$ cat src/rtl/updown_counter_if.sv
// Bundle of control, status and compare signals for updown_counter.
// Snapshot signals exist only when COUNTER_SNAPSHOT_EN is defined.
interface updown_counter_if #(
  parameter int WIDTH      = 8,
  parameter int PRESCALE_W = 4
);
  logic                  en;
  logic                  up;
  logic                  clr;
  logic                  load;
  logic [WIDTH-1:0]      load_val;
  logic                  sat;
  logic [PRESCALE_W-1:0] presc;
  logic [WIDTH-1:0]      cmp_val;
  logic [WIDTH-1:0]      count;
  logic                  tc;
  logic                  match;
  logic                  ovf_sticky;
`ifdef COUNTER_SNAPSHOT_EN
  logic                  snap;
  logic [WIDTH-1:0]      snap_val;
  logic                  snap_valid;
`endif

  modport master (
    output en, up, clr, load, load_val, sat, presc, cmp_val,
`ifdef COUNTER_SNAPSHOT_EN
    output snap,
    input  snap_val, snap_valid,
`endif
    input  count, tc, match, ovf_sticky
  );

  modport slave (
    input  en, up, clr, load, load_val, sat, presc, cmp_val,
`ifdef COUNTER_SNAPSHOT_EN
    input  snap,
    output snap_val, snap_valid,
`endif
    output count, tc, match, ovf_sticky
  );
endinterface

$ cat src/rtl/updown_counter.sv
// Synchronous up/down counter with prescaler, wrap/saturate, tc pulse, match and sticky overflow.
// Optional pre-update count snapshot when COUNTER_SNAPSHOT_EN is defined.
module updown_counter #(
  parameter int               WIDTH      = 8,
  parameter logic [WIDTH-1:0] MAX_VAL    = {WIDTH{1'b1}},
  parameter int               PRESCALE_W = 4
) (
  input logic          clk,
  input logic          rst_n,
  updown_counter_if.slave bus
);

  localparam logic [WIDTH-1:0]      CNT_ONE = WIDTH'(1);
  localparam logic [PRESCALE_W-1:0] PSC_ONE = PRESCALE_W'(1);

  logic [PRESCALE_W-1:0] psc_cnt_reg, psc_cnt_next;
  logic [WIDTH-1:0]      count_reg, count_next;
  logic                  tc_reg, tc_next;
  logic                  ovf_reg, ovf_next;
  logic                  match_reg, match_next;
  logic [WIDTH-1:0]      load_clamped;
  logic [WIDTH-1:0]      eq_bits;
  logic                  tick, at_top, at_bottom, boundary;

  always_comb begin
    tick         = bus.en && (psc_cnt_reg >= bus.presc);
    load_clamped = (bus.load_val > MAX_VAL) ? MAX_VAL : bus.load_val;
    at_top       = (count_reg == MAX_VAL);
    at_bottom    = (count_reg == '0);
    boundary     = tick && (bus.up ? at_top : at_bottom);

    count_next   = count_reg;
    psc_cnt_next = psc_cnt_reg;
    tc_next      = 1'b0;
    ovf_next     = ovf_reg;

    if (bus.clr) begin
      count_next   = '0;
      psc_cnt_next = '0;
      ovf_next     = 1'b0;
    end else if (bus.load) begin
      count_next   = load_clamped;
      psc_cnt_next = '0;
    end else begin
      if (bus.en) begin
        psc_cnt_next = tick ? '0 : psc_cnt_reg + PSC_ONE;
      end
      // Bounds are detected by equality so no carry-out is ever needed.
      if (tick) begin
        if (bus.up) begin
          count_next = at_top ? (bus.sat ? MAX_VAL : '0) : count_reg + CNT_ONE;
        end else begin
          count_next = at_bottom ? (bus.sat ? '0 : MAX_VAL) : count_reg - CNT_ONE;
        end
      end
      if (boundary) begin
        tc_next  = 1'b1;
        ovf_next = 1'b1;
      end
    end
  end

  // Match is taken from the next count so it lines up with the registered count.
  genvar gi;
  generate
    for (gi = 0; gi < WIDTH; gi++) begin : g_eq
      assign eq_bits[gi] = ~(count_next[gi] ^ bus.cmp_val[gi]);
    end
  endgenerate
  assign match_next = &eq_bits;

  always_ff @(posedge clk or negedge rst_n) begin
    if (!rst_n) begin
      count_reg   <= '0;
      psc_cnt_reg <= '0;
      tc_reg      <= 1'b0;
      ovf_reg     <= 1'b0;
      match_reg   <= 1'b0;
    end else begin
      count_reg   <= count_next;
      psc_cnt_reg <= psc_cnt_next;
      tc_reg      <= tc_next;
      ovf_reg     <= ovf_next;
      match_reg   <= match_next;
    end
  end

  assign bus.count      = count_reg;
  assign bus.tc         = tc_reg;
  assign bus.match      = match_reg;
  assign bus.ovf_sticky = ovf_reg;

`ifdef COUNTER_SNAPSHOT_EN
  logic [WIDTH-1:0] snap_val_reg;
  logic             snap_valid_reg;

  // Captures the pre-update count, independent of clr/load/tick.
  always_ff @(posedge clk or negedge rst_n) begin
    if (!rst_n) begin
      snap_val_reg   <= '0;
      snap_valid_reg <= 1'b0;
    end else begin
      snap_valid_reg <= bus.snap;
      if (bus.snap) begin
        snap_val_reg <= count_reg;
      end
    end
  end

  assign bus.snap_val   = snap_val_reg;
  assign bus.snap_valid = snap_valid_reg;
`endif

endmodule

$ cat src/flat_wrapper.sv
// flat-port wrapper written by rule: the top's interface ports become plain ports
module updown_counter_flat 
#(
  parameter int               WIDTH      = 8,
  parameter logic [WIDTH-1:0] MAX_VAL    = {WIDTH{1'b1}},
  parameter int               PRESCALE_W = 4
)
  (clk, rst_n, bus_en, bus_up, bus_clr, bus_load, bus_load_val, bus_sat, bus_presc, bus_cmp_val, bus_count, bus_tc, bus_match, bus_ovf_sticky);
  updown_counter_if #(.WIDTH(WIDTH), .PRESCALE_W(PRESCALE_W)) bus_i ();
  input logic clk;
  input logic rst_n;
  input wire logic [$bits(bus_i.en)-1:0] bus_en;
  input wire logic [$bits(bus_i.up)-1:0] bus_up;
  input wire logic [$bits(bus_i.clr)-1:0] bus_clr;
  input wire logic [$bits(bus_i.load)-1:0] bus_load;
  input wire logic [$bits(bus_i.load_val)-1:0] bus_load_val;
  input wire logic [$bits(bus_i.sat)-1:0] bus_sat;
  input wire logic [$bits(bus_i.presc)-1:0] bus_presc;
  input wire logic [$bits(bus_i.cmp_val)-1:0] bus_cmp_val;
  output wire logic [$bits(bus_i.count)-1:0] bus_count;
  output wire logic [$bits(bus_i.tc)-1:0] bus_tc;
  output wire logic [$bits(bus_i.match)-1:0] bus_match;
  output wire logic [$bits(bus_i.ovf_sticky)-1:0] bus_ovf_sticky;
  assign bus_i.en = bus_en;
  assign bus_i.up = bus_up;
  assign bus_i.clr = bus_clr;
  assign bus_i.load = bus_load;
  assign bus_i.load_val = bus_load_val;
  assign bus_i.sat = bus_sat;
  assign bus_i.presc = bus_presc;
  assign bus_i.cmp_val = bus_cmp_val;
  assign bus_count = bus_i.count;
  assign bus_tc = bus_i.tc;
  assign bus_match = bus_i.match;
  assign bus_ovf_sticky = bus_i.ovf_sticky;
  updown_counter #(.WIDTH(WIDTH), .MAX_VAL(MAX_VAL), .PRESCALE_W(PRESCALE_W)) u_core (.clk(clk), .rst_n(rst_n), .bus(bus_i));
endmodule
$ cat config.mk
export PLATFORM = sky130hd
export DESIGN_NAME = updown_counter_flat
export DESIGN_NICKNAME = d
export VERILOG_FILES = /design/src/rtl/updown_counter_if.sv /design/src/rtl/updown_counter.sv /design/src/flat_wrapper.sv
export SDC_FILE = /design/constraint.sdc
export NUM_CORES = 1
export LEC_CHECK = 0
export ABC_AREA = 1
export BUFFER_PORTS_ARGS = -buffer_cell sky130_fd_sc_hd__buf_2
export CAP_MARGIN = 20
export CORE_MARGIN = 2
export CORE_UTILIZATION = 25
export CTS_CLUSTER_SIZE = 12
export DETAILED_ROUTE_END_ITERATION = 8
export GPL_TIMING_DRIVEN = 1
export PLACE_DENSITY = 0.47
export SLEW_MARGIN = 10
export SYNTH_ARGS = -nofsm -noshare
export SYNTH_HDL_FRONTEND = slang
export SYNTH_SLANG_ARGS = --single-unit
$ cat constraint.sdc
create_clock -name clk -period 3.57 [get_ports clk]
set_clock_uncertainty 0.15 [all_clocks]
set_input_delay 0.714 -clock clk [delete_from_list [all_inputs] [get_ports clk]]
set_output_delay 0.714 -clock clk [all_outputs]
set_load 0.05 [all_outputs]
==> results.py <==
metrics = {
    "global_routing": {
        "track_usage_pct": 14.1,
        "met1_usage_pct": 20.3,
        "grt_pass1_vias": 1505,
        "antenna_found_initial": 0,
        "grt_max_degree": 16,
        "busiest_layer": "met2",
        "grt_use_met3_pct": 1.65,
        "grt_pass1_wl_mm": 7.20,
        "gr-usage-met2_pct": 21.2,
        "overflow": 0,
    },
    "cells_and_area": {
        "drive_gt1_share_pct": 20.5,
        "final_cell_area_um2": 1810,
        "layout.nets": 328,
        "fillCellCount": 656,
        "finalCoreUtilization_pct": 30.9,
        "antenna_cells": 0,
        "largest_register_ffs": 8,
        "syn_to_final_growth_pct": 20.5,
        "ff_latch_area_um2": 375,
        "multi_input_area_um2": 961,
    },
    "synth": {
        "synth_ff_type": "dfrtp_1",
        "synth_top_area_share_pct": 25.0,
        "syn_area_um2": 1500,
        "yosysTopAreaCell": "dfrtp_1",
        "async_flop_share_pct": 100,
        "synth_cell_types": 26,
        "yosysWarnings": 0,
        "yosysMostFrequentCell": "nand2_1",
        "synthCells": 253,
        "synth_edf_count": 0,
        "synth_common_cells": "93 x nand2_1, 35 x inv_1, 33 x nand3_1",
        "avgSynthCellArea_um2": 5.94,
        "ys_seq_area_share_pct": 25.0,
        "synth_fp_nets": 288,
        "ys_top_cells_by_area": "dfrtp_1 25%, nand2_1 23%, nand3_1 11%",
        "synth_seq_cells": 15,
    },
    "detailed_routing": {
        "drt_iter0_drc": 105,
        "drtAntennaViolNets": 0,
        "num_vias": 1621,
        "drc": 0,
        "wl_per_cell_um": 11.6,
        "firstDrtPassIters": 4,
        "totalWireLength_mm": 4.26,
        "vias_per_cell": 4.42,
    },
    "pwr": {
        "peakVddDrop_mv": 0.114,
        "cellLeakagePower_nw": 1.00,
        "power.total_uw": 515,
        "power_density_nw_per_um2": 285,
    },
    "clock_network": {
        "clkTransAtPathRegs_ps": 70,
        "clockBufferDepth": 2,
        "post_cts_buffers": 0,
        "cts_hold_buffers": 0,
        "cts_htree_levels": 1,
        "cts_buffers": 3,
        "cts.sinks": 15,
        "cts_resized": 0,
        "clk_latency_ps": 250,
        "cts_tree": "built",
        "cts_root_buf": "clkbuf_8",
    },
    "timing": {
        "postLayoutSetupSlackWorst_ps": 1010,
        "slew_violations": 0,
        "hold_viol_final": 0,
        "fin_tns_setup_ps": 0,
        "layout_min_cycle_time_ps": 2560,
        "worst_pin_slew_ps": 669,
        "max-slew-margin-rel_pct": 55.2,
        "fmax_mhz": 391,
        "setup_viol": 0,
        "min_period_over_period_pct": 71.7,
        "rsz0062_at_grt": "no",
    },
    "place": {
        "gp_congestion": 0.889,
        "place_area_um2": 1770,
        "dpl.hpwl_mm": 3.38,
        "port_buffers": 37,
        "dp_slack_ps": 733,
    },
    "critical_path": {
        "max_stage_delay_ps": 300,
        "cp-end-kind": "flip-flop",
        "worstPathMaxFanout": 11,
        "worstSetupStartpointType": "input port",
        "slowest_stage": "inv_1",
        "arrival_ps": 2600,
        "path_common_cell": "nand2_1",
        "cp_cell_sequence": "buf_2, inv_1, ha_1, nand2_1, inv_1, nand3_1, nand3_1, nand2_1, inv_1, nand3_1, nand2_2, nand2_2, nand2_1, nand2_1, nor2_1, nand2_1, nor2_1",
        "cp_num_buf_inv": 4,
        "crit_required_ps": 3610,
        "crit_type": "in -> reg",
        "critPathTopFamily": "simple AND/OR/NAND/NOR gates",
    },
    "floorplan": {
        "fp.dieH_um": 81.5,
        "core_area_um2": 5850,
        "start_util_pct": 25.7,
        "die_area_um2": 6650,
        "ios": 38,
        "die_x_um": 81.5,
        "num_rows": 28,
    },
    "status": {
        "run_status": "complete, no violations",
    },
    "worst_hold_path": {
        "min_path_type": "in -> async",
    },
    "run": {
        "maxCapViolCount": 0,
    },
}
metrics by stage:
step | hold WS [ps] | std cells
3_3_place_gp | 354 | 363
2_1_floorplan | 268 | 253
5_1_grt | 243 | 367
6_report | 222 | 367
3_5_place_dp | 366 | 363
4_1_cts | 241 | 367
cell type report:
class	instances	share of cell area (%)
well taps	75	5.18
inverters	40	8.29
repair buffers	37	10.2
clock buffers	4	2.49
multi-input cells	196	53.1
flip-flops and latches	15	20.7
cells by family after synthesis:
family	Yosys count	share of synthesized area [%]
DFF	15	25.0
and+or+nand+nor	165	48.0
adders and majority gates	8	6.66
AOI/OAI and AO/OA	20	7.41
muxes	1	0.666
xor gates and xnor gates	2	1.17
buffers and inverters	42	11.1
path summary, 6_finish.rpt:
kind                       cells past startpoint                               from  slack, ps                                end
max                                           17                       bus_presc[3]       1010         u_core.bus.match$_DFF_PN0_
min                                            1                              rst_n        220      u_core.bus.count[3]$_DFF_PN0_
max reg2reg                                   15  u_core.psc_cnt_reg[2]$_DFFE_PN0P_       1150         u_core.bus.match$_DFF_PN0_
min reg2reg                                    1  u_core.psc_cnt_reg[0]$_DFFE_PN0P_        360  u_core.psc_cnt_reg[0]$_DFFE_PN0P_
max in group asynchronous                      1                              rst_n       2770      u_core.bus.count[1]$_DFF_PN0_
min in group clk                               1  u_core.psc_cnt_reg[0]$_DFFE_PN0P_        360  u_core.psc_cnt_reg[0]$_DFFE_PN0P_
power breakdown:
group	switching [mW]	internal [mW]
Combinational	0.119	0.0587
Clock	0.0652	0.0793
Sequential	0.0156	0.177
Total	0.200	0.315
worst register-to-register path: cells and delay by family, from the launching register on:
kind          cells  cell delay (ps)
simple gates     12             1130
flops             1              420
buf+inv           2              370
fa+ha+maj         1              280
layer usage:
| layer | wire length (um) | vias to the layer above |
|---|---|---|
| li1 | - | 870 |
| met1 | 2100 | 703 |
| met2 | 1830 | 43 |
| met3 | 268 | 5 |
| met4 | 61 | 0 |
| met5 | 0 | - |
layout by cell type, fill, tap and decap left out, drive strengths merged:
| cell type | n |
|---|---|
| a21oi | 10 |
| buf | 37 |
| clkbuf | 4 |
| clkinv | 1 |
| dfrtp | 15 |
| ha | 8 |
| inv | 39 |
| mux2i | 1 |
| nand2 | 102 |
| nand3 | 34 |
| nand3b | 1 |
| nand4 | 2 |
| nor2 | 24 |
| nor3 | 1 |
| o211ai | 1 |
| o21ai | 5 |
| o22ai | 4 |
| or2 | 1 |
| xnor2 | 1 |
| xor2 | 1 |
Power figures use the tool's default switching activity.
